`config.mk`:
```
export PLATFORM = sky130hd
export DESIGN_NAME = multicycle_control_fsm_flat
export DESIGN_NICKNAME = d
export VERILOG_FILES = /design/src/rtl/multicycle_control_fsm_if.sv /design/src/rtl/multicycle_control_fsm.sv /design/src/flat_wrapper.sv
export SDC_FILE = /design/constraint.sdc
export NUM_CORES = 1
export LEC_CHECK = 0
export CAP_MARGIN = 10
export CORE_MARGIN = 2
export CORE_UTILIZATION = 40
export CTS_CLUSTER_DIAMETER = 30
export DETAILED_ROUTE_END_ITERATION = 7
export PLACE_DENSITY = 0.76
export SLEW_MARGIN = 40
export SYNTH_ARGS = -nofsm -noshare
export SYNTH_HDL_FRONTEND = slang
export SYNTH_SLANG_ARGS = --single-unit
export TNS_END_PERCENT = 10
```
`constraint.sdc`:
```
create_clock -name clk -period 2.5 [get_ports clk]
set_input_delay 0.25 -clock clk [delete_from_list [all_inputs] [get_ports clk]]
set_output_delay 0.25 -clock clk [all_outputs]
set_load 0.01 [all_outputs]
```
`src/rtl/multicycle_control_fsm_if.sv`:
```
// Control/status bundle between the multicycle sequencer (master) and the RV32I datapath (slave).
interface multicycle_control_fsm_if;
    logic [6:0] Opcode;
    logic [2:0] Funct3;
    logic       Zero;
    logic       MemReady;
    logic       MemReq;
    logic       MemWrite;
    logic       AdrSrc;
    logic       IRWrite;
    logic       PCWrite;
    logic       RegWrite;
    logic [1:0] ALUSrcA;
    logic [1:0] ALUSrcB;
    logic [1:0] ALUOp;
    logic [1:0] ResultSrc;
    logic       InstrDone;
    logic       Fault;
    logic [3:0] State;

    modport master (
        input  Opcode, Funct3, Zero, MemReady,
        output MemReq, MemWrite, AdrSrc, IRWrite, PCWrite, RegWrite,
               ALUSrcA, ALUSrcB, ALUOp, ResultSrc, InstrDone, Fault, State
    );

    modport slave (
        output Opcode, Funct3, Zero, MemReady,
        input  MemReq, MemWrite, AdrSrc, IRWrite, PCWrite, RegWrite,
               ALUSrcA, ALUSrcB, ALUOp, ResultSrc, InstrDone, Fault, State
    );
endinterface

```
`src/rtl/multicycle_control_fsm.sv`:
```
// Multicycle RV32I sequencer with bounded memory waits and a sticky fault.
// Define ILLEGAL_TRAP_EN to trap unknown opcodes into HALT instead of retiring them as NOPs.
module multicycle_control_fsm #(
    parameter int unsigned MAX_WAIT = 15,
    parameter int unsigned CNT_W    = 8
) (
    input  logic                    clk,
    input  logic                    reset,
    multicycle_control_fsm_if.master bus
);
    localparam logic [6:0] OP_LOAD   = 7'b0000011;
    localparam logic [6:0] OP_STORE  = 7'b0100011;
    localparam logic [6:0] OP_RTYPE  = 7'b0110011;
    localparam logic [6:0] OP_ITYPE  = 7'b0010011;
    localparam logic [6:0] OP_JAL    = 7'b1101111;
    localparam logic [6:0] OP_JALR   = 7'b1100111;
    localparam logic [6:0] OP_BRANCH = 7'b1100011;
    localparam logic [6:0] OP_LUI    = 7'b0110111;
    localparam logic [6:0] OP_AUIPC  = 7'b0010111;

    typedef enum logic [3:0] {
        S_FETCH    = 4'd0,  S_DECODE = 4'd1,  S_MEMADR = 4'd2,  S_MEMREAD = 4'd3,
        S_MEMWB    = 4'd4,  S_MEMWRITE = 4'd5, S_EXECR = 4'd6,  S_EXECI   = 4'd7,
        S_ALUWB    = 4'd8,  S_JAL    = 4'd9,  S_JALR   = 4'd10, S_JALRPC  = 4'd11,
        S_BRANCH   = 4'd12, S_LUI    = 4'd13, S_AUIPC  = 4'd14, S_HALT    = 4'd15
    } state_e;

    state_e           state_q, state_d;
    logic [CNT_W-1:0] cnt_q, cnt_d;
    logic             fault_q, fault_d;

    logic       mem_req, mem_write, adr_src, ir_write, pc_write, reg_write, instr_done;
    logic [1:0] src_a, src_b, alu_op, result_src;
    logic       mem_state, timeout, entering_mem;

    always_ff @(posedge clk) begin
        if (reset) begin
            state_q <= S_FETCH;
            cnt_q   <= '0;
            fault_q <= 1'b0;
        end else begin
            state_q <= state_d;
            cnt_q   <= cnt_d;
            fault_q <= fault_d;
        end
    end

    // Next state, wait counter and state-decoded controls.
    always_comb begin
        state_d    = state_q;
        cnt_d      = cnt_q;
        fault_d    = fault_q;
        mem_req    = 1'b0;
        mem_write  = 1'b0;
        adr_src    = 1'b0;
        ir_write   = 1'b0;
        pc_write   = 1'b0;
        reg_write  = 1'b0;
        src_a      = 2'b00;
        src_b      = 2'b00;
        alu_op     = 2'b00;
        result_src = 2'b00;

        mem_state = (state_q == S_FETCH) || (state_q == S_MEMREAD) || (state_q == S_MEMWRITE);
        timeout   = mem_state && !bus.MemReady && (cnt_q == CNT_W'(MAX_WAIT));

        case (state_q)
            S_FETCH: begin
                mem_req    = 1'b1;
                src_b      = 2'b10;
                result_src = 2'b10;
                if (bus.MemReady) begin
                    ir_write = 1'b1;
                    pc_write = 1'b1;
                    state_d  = S_DECODE;
                end
            end
            S_DECODE: begin
                src_a = 2'b01;
                src_b = 2'b01;
                case (bus.Opcode)
                    OP_LOAD, OP_STORE: state_d = S_MEMADR;
                    OP_RTYPE:          state_d = S_EXECR;
                    OP_ITYPE:          state_d = S_EXECI;
                    OP_JAL:            state_d = S_JAL;
                    OP_JALR:           state_d = S_JALR;
                    OP_BRANCH:         state_d = S_BRANCH;
                    OP_LUI:            state_d = S_LUI;
                    OP_AUIPC:          state_d = S_AUIPC;
`ifdef ILLEGAL_TRAP_EN
                    default:           state_d = S_HALT;
`else
                    default:           state_d = S_FETCH;
`endif
                endcase
            end
            S_MEMADR: begin
                src_a   = 2'b10;
                src_b   = 2'b01;
                state_d = (bus.Opcode == OP_LOAD) ? S_MEMREAD : S_MEMWRITE;
            end
            S_MEMREAD: begin
                mem_req = 1'b1;
                adr_src = 1'b1;
                if (bus.MemReady) state_d = S_MEMWB;
            end
            S_MEMWB: begin
                result_src = 2'b01;
                reg_write  = 1'b1;
                state_d    = S_FETCH;
            end
            S_MEMWRITE: begin
                mem_req   = 1'b1;
                mem_write = 1'b1;
                adr_src   = 1'b1;
                if (bus.MemReady) state_d = S_FETCH;
            end
            S_EXECR: begin
                src_a   = 2'b10;
                alu_op  = 2'b10;
                state_d = S_ALUWB;
            end
            S_EXECI: begin
                src_a   = 2'b10;
                src_b   = 2'b01;
                alu_op  = 2'b10;
                state_d = S_ALUWB;
            end
            S_ALUWB: begin
                reg_write = 1'b1;
                state_d   = S_FETCH;
            end
            S_JAL: begin
                src_a    = 2'b01;
                src_b    = 2'b10;
                pc_write = 1'b1;
                state_d  = S_ALUWB;
            end
            S_JALR: begin
                src_a   = 2'b10;
                src_b   = 2'b01;
                state_d = S_JALRPC;
            end
            S_JALRPC: begin
                src_a    = 2'b01;
                src_b    = 2'b10;
                pc_write = 1'b1;
                state_d  = S_ALUWB;
            end
            S_BRANCH: begin
                src_a    = 2'b10;
                alu_op   = 2'b01;
                pc_write = bus.Zero ^ bus.Funct3[0];
                state_d  = S_FETCH;
            end
            S_LUI: begin
                src_a   = 2'b11;
                src_b   = 2'b01;
                state_d = S_ALUWB;
            end
            S_AUIPC: begin
                src_a   = 2'b01;
                src_b   = 2'b01;
                state_d = S_ALUWB;
            end
            S_HALT: state_d = S_HALT;
        endcase

        // A memory wait that runs out overrides the hold; MemReady on the last cycle still wins.
        if (timeout) state_d = S_HALT;
        if (state_d == S_HALT) fault_d = 1'b1;

        entering_mem = (state_d != state_q) &&
                       ((state_d == S_FETCH) || (state_d == S_MEMREAD) || (state_d == S_MEMWRITE));
        if (entering_mem) begin
            cnt_d = '0;
        end else if (mem_state && !bus.MemReady) begin
            cnt_d = cnt_q + CNT_W'(1);
        end

        instr_done = (state_d == S_FETCH) && (state_q != S_FETCH) && (state_q != S_HALT);
    end

    // Reset masks every strobe and select in the same cycle so an aborted access never completes.
    assign bus.MemReq    = mem_req    & ~reset;
    assign bus.MemWrite  = mem_write  & ~reset;
    assign bus.AdrSrc    = adr_src    & ~reset;
    assign bus.IRWrite   = ir_write   & ~reset;
    assign bus.PCWrite   = pc_write   & ~reset;
    assign bus.RegWrite  = reg_write  & ~reset;
    assign bus.InstrDone = instr_done & ~reset;
    assign bus.ALUSrcA   = reset ? 2'b00 : src_a;
    assign bus.ALUSrcB   = reset ? 2'b00 : src_b;
    assign bus.ALUOp     = reset ? 2'b00 : alu_op;
    assign bus.ResultSrc = reset ? 2'b00 : result_src;
    assign bus.Fault     = fault_q;
    assign bus.State     = state_q;
endmodule

```
`src/flat_wrapper.sv`:
```
// flat-port wrapper written by rule: the top's interface ports become plain ports
module multicycle_control_fsm_flat 
#(
    parameter int unsigned MAX_WAIT = 15,
    parameter int unsigned CNT_W    = 8
)
  (clk, reset, bus_Opcode, bus_Funct3, bus_Zero, bus_MemReady, bus_MemReq, bus_MemWrite, bus_AdrSrc, bus_IRWrite, bus_PCWrite, bus_RegWrite, bus_ALUSrcA, bus_ALUSrcB, bus_ALUOp, bus_ResultSrc, bus_InstrDone, bus_Fault, bus_State);
  multicycle_control_fsm_if bus_i ();
  input  logic clk;
  input  logic reset;
  input wire logic [$bits(bus_i.Opcode)-1:0] bus_Opcode;
  input wire logic [$bits(bus_i.Funct3)-1:0] bus_Funct3;
  input wire logic [$bits(bus_i.Zero)-1:0] bus_Zero;
  input wire logic [$bits(bus_i.MemReady)-1:0] bus_MemReady;
  output wire logic [$bits(bus_i.MemReq)-1:0] bus_MemReq;
  output wire logic [$bits(bus_i.MemWrite)-1:0] bus_MemWrite;
  output wire logic [$bits(bus_i.AdrSrc)-1:0] bus_AdrSrc;
  output wire logic [$bits(bus_i.IRWrite)-1:0] bus_IRWrite;
  output wire logic [$bits(bus_i.PCWrite)-1:0] bus_PCWrite;
  output wire logic [$bits(bus_i.RegWrite)-1:0] bus_RegWrite;
  output wire logic [$bits(bus_i.ALUSrcA)-1:0] bus_ALUSrcA;
  output wire logic [$bits(bus_i.ALUSrcB)-1:0] bus_ALUSrcB;
  output wire logic [$bits(bus_i.ALUOp)-1:0] bus_ALUOp;
  output wire logic [$bits(bus_i.ResultSrc)-1:0] bus_ResultSrc;
  output wire logic [$bits(bus_i.InstrDone)-1:0] bus_InstrDone;
  output wire logic [$bits(bus_i.Fault)-1:0] bus_Fault;
  output wire logic [$bits(bus_i.State)-1:0] bus_State;
  assign bus_i.Opcode = bus_Opcode;
  assign bus_i.Funct3 = bus_Funct3;
  assign bus_i.Zero = bus_Zero;
  assign bus_i.MemReady = bus_MemReady;
  assign bus_MemReq = bus_i.MemReq;
  assign bus_MemWrite = bus_i.MemWrite;
  assign bus_AdrSrc = bus_i.AdrSrc;
  assign bus_IRWrite = bus_i.IRWrite;
  assign bus_PCWrite = bus_i.PCWrite;
  assign bus_RegWrite = bus_i.RegWrite;
  assign bus_ALUSrcA = bus_i.ALUSrcA;
  assign bus_ALUSrcB = bus_i.ALUSrcB;
  assign bus_ALUOp = bus_i.ALUOp;
  assign bus_ResultSrc = bus_i.ResultSrc;
  assign bus_InstrDone = bus_i.InstrDone;
  assign bus_Fault = bus_i.Fault;
  assign bus_State = bus_i.State;
  multicycle_control_fsm #(.MAX_WAIT(MAX_WAIT), .CNT_W(CNT_W)) u_core (.clk(clk), .reset(reset), .bus(bus_i));
endmodule
```
==> results of run 1 <==
## area by class of cell
type / count / share of cell area
multi-input cells: 130 / 0.529
inverters: 3 / 0.00650
well taps: 33 / 0.0238
repair buffers: 53 / 0.274
clock buffers: 4 / 0.0152
flip-flops and latches: 13 / 0.152
## kinds of logic after synthesis
family,synth area share
compound gates,0.229
xor+xnor,0.0790
fa+ha+maj,0.0103
buf+inv,0.0513
flops,0.213
mux,0.00821
simple gates,0.409
## layer usage
| metal | up-vias | share of wire |
|---|---|---|
| li1 | 670 | - |
| met1 | 644 | 0.43 |
| met2 | 28 | 0.52 |
| met3 | 7 | 0.028 |
| met4 | 0 | 0.019 |
| met5 | - | 0 |
## repair_timing
| action | 4_1_cts | 5_1_grt |
|---|---|---|
| setup endpoints to repair | 3 | 4 |
| gates cloned | 0 | 0 |
| gates resized for setup | 4 | 3 |
## path summary, 6_finish.rpt
check | start | endpoint | slack [ps]
setup reg to reg | u_core.bus.State[0]$_SDFF_PP0_ | u_core.cnt_q[0]$_SDFFE_PP0P_ | 250
hold reg to reg | u_core.bus.Fault$_SDFFE_PP0N_ | u_core.bus.Fault$_SDFFE_PP0N_ | 530
hold / removal | u_core.bus.Fault$_SDFFE_PP0N_ | u_core.bus.Fault$_SDFFE_PP0N_ | 530
setup / recovery | u_core.bus.State[1]$_SDFF_PP0_ | bus_MemReq | 120
## report_power, final
| part | switching, mW | leakage, nW | total (mW) | internal [mW] |
|---|---|---|---|---|
| sequential | 0.00692 | 0.106 | 0.218 | 0.211 |
| clock | 0.0707 | 0.0150 | 0.133 | 0.0621 |
| combinational | 0.0683 | 0.595 | 0.144 | 0.0759 |
| total | 0.146 | 0.716 | 0.495 | 0.349 |
## flip-flops by register name, indices dropped and copies added, names as in the netlist
signal and flops:
u_core.cnt_q 8, u_core.bus.State 4, u_core.bus.Fault 1
## layout by cell type, fill, tap and decap left out, types with 2 or more instances in the layout
cell,instances
a21oi_1,11
a22oi_1,2
a32oi_1,2
and2_1,3
and3_1,5
buf_4,22
clkbuf_4,3
clkdlybuf4s50_1,30
dfxtp_1,11
dfxtp_2,2
inv_1,3
nand2_1,7
nand2b_1,2
nand3_1,5
nand3b_1,3
nor2_1,14
nor2b_1,4
nor3_1,14
nor3_2,2
nor3b_1,2
o211ai_1,2
o21ai_0,4
o221a_4,2
o31ai_1,2
or2_2,2
or3_1,2
xnor2_1,7
xor2_1,4
## worst min-delay path, cell delays in order (launching register included)
cell and delay, ps:
dfxtp_1 330, a31oi_1 40, a21oi_1 120
==> metrics.txt, run 1 <==
DIE AREA 3510 sq um; register area share after synthesis 0.213; worst skew pair latency 290 ps; Final ANT Viol Nets 0; final instance area 1730 sq um; Yosys top cell by area dfxtp_1; GRT met2 Usage 0.374; Worst Setup Slack, final 119 ps; crit share post-route 0.952; clk root buf clkbuf_4; dpl ws -148 ps; met3 GRT Util 0.0262; GRT Util Overall 0.208; worst path cell trace buf_4, or3_1, nor3_2, or2_2, clkdlybuf4s50_1; width of the die 59.2 microns; worst vdd ir 0.000280 V; synth unique cells 56; first-pass GRT wire length 5.73 mm; drt total wl 3.39 mm; placed cell count 232; grt total ovfl 0; EDFF count, synth 0; R2R cell count 7; CP Capture Type output port; endpoints failing hold 0; Antenna Cells 0; Critical Path AT 2130 ps; WHS 530 ps; DRC errors left 0; Syn-to-layout area delta 41.9%; fin crit period 2380 ps; routed length per instance 14.4 microns; outcome finished clean; CTS tree yes; Worst Path Buf+Inv 2; most frequent cells after synthesis nor2_1 (15), nor3_1 (15), dfxtp_1 (13); post-CTS setup buffers 0; Initial DRT Pass Iterations 4; CTS clk-pin slew, worst paths 80 ps; Initial Utilization 0.410; total of max-cap violations 0; CP max stage cell clkdlybuf4s50_1; Post-DP Area 1690 sq um; via count of the first global-routing pass 1330; layout cell share with drive strength beyond 1 0.232; setup violators final 0; Worst Setup Start Kind flip-flop; M1 GR Usage 0.249; IO Pins 34; Avg Cell Area, Syn 7.77 sq um; syn nets 172; fmax 0.420 GHz; pwr/cell area 286 nW/um^2; Fin Clk Skew 3.49 ps; Post-layout nets 219; clock buffer count from CTS 3; worst-path maximum fanout 14; register bit total from synthesis 13; Num Clock Sinks 13; Final Max Slew Viols 0; port bufs 31; CP Depth 5; Max Root-Sink Buffers 2; top cells by area, synth dfxtp_1 (21%), nor3_1 (6.2%), xnor2_1 (5.0%); Hold Buf Count CTS 0; CTS HTree Levels 1; Core Region 2980 sq um; Hold WC Path Type flip-flop to flip-flop; Async SR Flop Fraction 0; Filler cells 289; top cell type's share of synthesized area 0.213; global route hottest layer met2; area of the multi-input gates 916 sq um; Post-Syn Area 1220 sq um; Worst-Margin Slew 346 ps; Vias 1349; Die Y 59.2 microns; Reg area 263 sq um; Synth Instances 157; drt initial violations 74; yosys warns 0; largest net degree at the start of global routing 22; Slew HR 0.767; Worst Path Required 2250 ps; num rows 20; via/cell ratio 5.72; post-detail-place hpwl 2.59 mm; Lkg Pwr 0.716 nW; prevailing post-synth register cell dfxtp_1; CP top delay family simple AND/OR/NAND/NOR gates; Sum Neg Setup Slack 0 ps; Finished Layout Cells 236; fin util 0.582; RSZ-0062 raised after global routing yes; slowest stage delay, CP 540 ps; initial antenna violation count 0; kind of critical path flip-flop to output port; Worst Hold Path Cells 2; total chip power 0.495 mW; gpl congestion 0.836
Power figures use the tool's default switching activity.
==> inputs of run 2 (changes only) <==
Settings changed: CORE_UTILIZATION 40 to 48, PLACE_DENSITY 0.76 to 0.87.
==> run 2 against run 1 <==
- worst setup slack improved by 22 ps
- clock power fell by 3%
- register-to-register slack got worse by 20 ps
- via count barely moved
- highest routed layer unchanged
- hold slack improved by 2.8 ps
- maximum frequency rose by 0.92%
- non-clock buffer count fell by 1
- clock-buffer cell count did not move
- critical path type unchanged
- largest power group unchanged
==> metrics.txt, run 2 (synthesized netlist as in run 1, its figures left out) <==
R2R cell count 8 (+1); Slew HR 0.793 (+0.0265); WL met2 1.76 mm (-0.51%); Worst R2R Start u_core.bus.State[0]$_SDFF_PP0_; Vias 1350 (+0.074%); R2R setup slack 230 ps (-20 ps); Final Max Slew Viols 0 (unchanged); top sig layer met4; RSZ-0062 raised after global routing no; DIE AREA 2960 sq um (-16%); kind of critical path flip-flop to output port; M1 wire length 1.40 mm (-4.1%); commonest non-fill, non-tap cell in the layout clkdlybuf4s50_1; fin util 0.707 (+0.126); worst vdd ir 0.000305 V (+9.0%); wire length on met3 97 microns (+1.0%); CTS clk-pin slew, worst paths 80 ps (about the same); fmax 0.424 GHz (+0.92%); CTS tree yes; Initial Utilization 0.502 (+0.0919); clk root buf clkbuf_4; fin crit period 2360 ps (-21.8 ps); outcome finished clean; register bank with the most flops u_core.cnt_q; num rows 18 (-10%); Sum Neg Setup Slack 0 ps (unchanged); initial antenna violation count 0 (unchanged); Worst Setup Start Kind flip-flop; grt total ovfl 0 (unchanged); Hold Path End u_core.bus.Fault$_SDFFE_PP0N_; drt initial violations 15 (-80%); drt total wl 3.31 mm (-2.5%); IO Pins 34 (unchanged); pwr/cell area 284 nW/um^2 (-0.56%); crit share post-route 0.944 (-0.00871); critical hold path startpoint u_core.bus.Fault$_SDFFE_PP0N_; Hold WC Path Type flip-flop to flip-flop; Die Y 54.4 microns (-8.1%); post-CTS setup buffers 0 (unchanged); layout cell share with drive strength beyond 1 0.223 (-0.00875); Finished Layout Cells 232 (-1.7%); via count of the first global-routing pass 1228 (-7.7%); CTS HTree Levels 1 (unchanged); Worst Hold Path Cells 2 (unchanged); Core Region 2430 sq um (-18%); largest net degree at the start of global routing 22 (unchanged); Worst Setup Slack, final 141 ps (+21.8 ps); gpl congestion 0.845 (+0.99%); Final ANT Viol Nets 0 (unchanged); Post-layout nets 218 (-0.46%); first-pass GRT wire length 5.15 mm (-10%); post-detail-place hpwl 2.56 mm (-0.82%); DRC errors left 0 (unchanged); port bufs 31 (unchanged); Initial DRT Pass Iterations 4 (unchanged); r2r endpoint u_core.cnt_q[4]$_SDFFE_PP0P_; setup violators final 0 (unchanged); Critical Path AT 2110 ps (-20 ps); Syn-to-layout area delta 41.0%; dpl ws -85.5 ps (+62.4 ps); via/cell ratio 5.82 (+1.8%); worst-path maximum fanout 16 (+2); max FFs per register 8 (unchanged); endpoints failing hold 0 (unchanged); CP Capture Type output port; Num Clock Sinks 13 (unchanged); worst skew pair latency 280 ps (about the same); width of the die 54.4 microns (-8.1%); Lkg Pwr 0.711 nW (-0.75%); total of max-cap violations 0 (unchanged); most frequent cells in the layout clkdlybuf4s50_1 (30), buf_4 (20), nor2_1 (15); GRT Util Overall 0.234 (+0.0259); routed length per instance 14.3 microns (-0.83%); Worst Path Required 2250 ps (about the same); Max Root-Sink Buffers 2 (unchanged); Hold Buf Count CTS 0 (unchanged); placed cell count 228 (-1.7%); Antenna Cells 0 (unchanged); clock buffer count from CTS 3 (unchanged); Worst-Margin Slew 306 ps (-40.4 ps); Fin Clk Skew 9.82 ps (+6.34 ps)
[run 2: cell types whose count changed in the layout (fill, tap and decap cells not counted)]
cell      delta
dfxtp_2      +1
nor2_2       -1
nor2_1       +1
nand2b_1     +1
o221a_2      +1
nand2b_2     -1
buf_12       +1
o221a_4      -1
buf_4        -2
dfxtp_1      -1
[run 2: layout make-up]
cell class / instances / area [sq um]
sequential: 13 / 264
clock buffer: 4 / 26.3
inverter: 3 / 11.3
timing repair buffer: 52 / 479
multi-input combinational: 130 / 902
tap: 30 / 37.5
fill: 197 / 712
[run 2: where the power goes]
part           internal [mW]  switching [mW]
clock network         0.0619          0.0672
logic                 0.0760          0.0678
registers              0.211         0.00518
[run 2: per-layer routing]
layer  vias up  track usage
met1       640        0.267
met2        38        0.458
li1        665            -
met5         -            0
met3         7       0.0109
met4         0       0.0708
[run 2: critical path, stage by stage (launching register included)]
cell             delay [ps]
dfxtp_2                 410
buf_4                   180
or3_1                   400
nor3_2                  170
and2_1                  150
clkdlybuf4s50_1         520
[run 2: worst max path at each step]
stage                                   startpoint                            to  slack, ps
floorplan           u_core.bus.State[0]$_SDFF_PP0_  u_core.cnt_q[0]$_SDFFE_PP0P_        420
global placement                     bus_Opcode[2]                 bus_InstrDone        -60
detailed placement                   bus_Opcode[4]  u_core.cnt_q[4]$_SDFFE_PP0P_        -90
CTS                 u_core.bus.State[1]$_SDFF_PP0_                   bus_IRWrite         60
global route        u_core.bus.State[1]$_SDFF_PP0_                   bus_IRWrite         50
finish              u_core.bus.State[1]$_SDFF_PP0_                   bus_IRWrite        140
[run 2: repair_timing]
action | in CTS | in global routing
resized for setup | 4 | 1
setup endpoints to repair | 3 | 2
pin swaps | 0 | 0
[run 2: per-stage QoR]
| stage | instance area (sq um) | hold slack [ps] | total power, mW |
|---|---|---|---|
| after CTS | 1720 | 536 | 0.491 |
| after global placement | 1690 | 517 | 0.358 |
| after floorplan | 1220 | 509 | 0.294 |
| after global routing | 1720 | 583 | 0.515 |
| after detailed placement | 1690 | 519 | 0.364 |
| final | 1720 | 532 | 0.489 |
==> inputs of run 3 (changes only) <==
Settings changed: CELL_PAD_IN_SITES_DETAIL_PLACEMENT set to 1, CELL_PAD_IN_SITES_GLOBAL_PLACEMENT set to 1, CORE_UTILIZATION 48 to 34, PLACE_DENSITY 0.87 to 0.86.
==> run 3 against run 2 <==
- die area is 38% higher
- clock power about the same
- combinational power rose by 8%
- global-route usage is 3.3 points lower
- wire length is 24% higher
- critical path depth increased by 6
- via count rose by 1.1%
- sequential power about the same
- critical path type is now input pin to flip-flop
- largest power group unchanged
==> metrics.txt, run 3 (synthesized netlist as in run 1, its figures left out) <==
first-pass GRT wire length 6.53 mm (+27%); Filler cells 408 (+110%); worst vdd ir 0.000237 V (-22%); Syn-to-layout area delta 44.2%; DIE AREA 4080 sq um (+38%); Post-layout nets 216 (-0.92%); CTS tree yes; most frequent cells in the layout clkdlybuf4s50_1 (29), buf_4 (17), nor2_1 (14); Slew HR 0.769 (-0.0244); DRC errors left 0 (unchanged); via count of the first global-routing pass 1420 (+16%); gpl congestion 0.811 (-3.9%); WHS 562 ps (+29.3 ps); fin util 0.519 (-0.188); max FFs per register 8 (unchanged); switch share 0.303 (+0.0158); Die Y 63.9 microns (+17%); width of the die 63.9 microns (+17%); CTS clk-pin slew, worst paths 80 ps (about the same); total chip power 0.504 mW (+3.1%); clock network power share 0.262 (-0.002); Worst Setup Slack, final 34.4 ps (-106 ps); Vias 1365 (+1.1%); worst skew pair latency 280 ps (about the same); P_int 0.351 mW (+0.82%); placed cell count 241 (+5.7%); Num Clock Sinks 13 (unchanged); endpoints failing hold 0 (unchanged); commonest non-fill, non-tap cell in the layout clkdlybuf4s50_1; share of power burned in registers 0.430 (-0.012); Finished Layout Cells 246 (+6.0%); GRT Util Overall 0.201 (-0.0329); Initial Utilization 0.360 (-0.142); routed length per instance 16.6 microns (+17%); outcome finished clean; port bufs 31 (unchanged); crit share post-route 0.986 (+0.0426); Initial DRT Pass Iterations 4 (unchanged); Hold WC Path Type flip-flop to flip-flop; clk root buf clkbuf_4; IO Pins 34 (unchanged); pwr/cell area 287 nW/um^2 (+0.83%); Max Root-Sink Buffers 2 (unchanged); dpl ws -157 ps (-72.0 ps); Worst-Margin Slew 343 ps (+37.3 ps); fmax 0.406 GHz (-4.3%); post-detail-place hpwl 3.15 mm (+23%); initial antenna violation count 0 (unchanged); Final ANT Viol Nets 0 (unchanged); drt total wl 4.09 mm (+24%); clock buffer count from CTS 3 (unchanged); grt total ovfl 0 (unchanged); layout cell share with drive strength beyond 1 0.235 (+0.0122); Worst Path Required 2670 ps (+420 ps); num rows 21 (+3); Fin Clk Skew 2.82 ps (-7.00 ps); register bank with the most flops u_core.cnt_q; Final Max Slew Viols 0 (unchanged); drt initial violations 58 (+43); Worst Setup Start Kind input pin; worst-path maximum fanout 8 (-8); setup violators final 0 (unchanged); CTS HTree Levels 1 (unchanged); Reg area 263 sq um (-0.47%); Logic pwr share 0.308 (+0.014); Lkg Pwr 0.705 nW (-0.86%); via/cell ratio 5.55 (-4.6%); NetSw 0.153 mW (+8.8%); Core Region 3390 sq um (+39%); total of max-cap violations 0 (unchanged); kind of critical path input pin to flip-flop; Critical Path AT 2630 ps (+520 ps); area of the multi-input gates 926 sq um (+2.6%); CP Capture Type flip-flop; R2R setup slack 160 ps (-70 ps); largest net degree at the start of global routing 23 (+4.5%); fin crit period 2470 ps (+106 ps); Antenna Cells 0 (unchanged)
[run 3: path summary, 6_finish.rpt]
kind | start | to | cells past startpoint
worst min register to register | u_core.cnt_q[1]$_SDFFE_PP0P_ | u_core.cnt_q[1]$_SDFFE_PP0P_ | 2
worst min-delay path | u_core.cnt_q[1]$_SDFFE_PP0P_ | u_core.cnt_q[1]$_SDFFE_PP0P_ | 2
worst max-delay path | bus_Opcode[5] | u_core.cnt_q[7]$_SDFFE_PP0P_ | 11
worst max register to register | u_core.bus.State[0]$_SDFF_PP0_ | u_core.cnt_q[7]$_SDFFE_PP0P_ | 9
[run 3: timing repair]
| item | in CTS | in global routing |
|---|---|---|
| gates cloned | 0 | 0 |
| gates resized for setup | 6 | 5 |
| endpoints found under the setup margin | 4 | 12 |
| pin swaps | 1 | 1 |
| setup buffers | 1 | 0 |
| hold buffers | 0 | 0 |
[run 3: through the flow]
stage                     setup TNS [ps]  cell area (sq um)
after floorplan                        0               1220
after global placement              -239               1700
after detailed placement           -1270               1700
after CTS                              0               1740
after global routing                -465               1760
final                                  0               1760
[run 3: final cells by class]
cell class                      instances  area share
Inverter                                3     0.00640
Multi-Input combinational cell        130       0.526
Sequential cell                        13       0.149
Tap cell                               46      0.0327
Clock buffer                            4      0.0149
Timing Repair Buffer                   50       0.270
[run 3: worst max-delay path: stages]
cell,delay [ps]
clkdlybuf4s50_1,510
buf_4,150
and4b_1,260
a22oi_2,100
nor3_2,250
nor2_2,100
buf_4,140
buf_4,130
or3_1,380
a21oi_4,260
nor3_1,90
[run 3: power by group through the flow]
stage,logic (mW),clock network (mW),registers [mW]
global route,0.169,0.145,0.217
CTS,0.151,0.138,0.217
finish,0.155,0.132,0.217
floorplan,0.0750,0,0.219
detailed placement,0.149,0,0.221
global placement,0.141,0,0.220
[run 3: metal layers]
layer  vias up  GRT usage  routed length (microns)
met5         -          0                        0
met2        30      0.398                     2210
met3         9    0.00528                       80
met1       662      0.229                     1720
li1        664          -                        -
met4         0     0.0571                       74
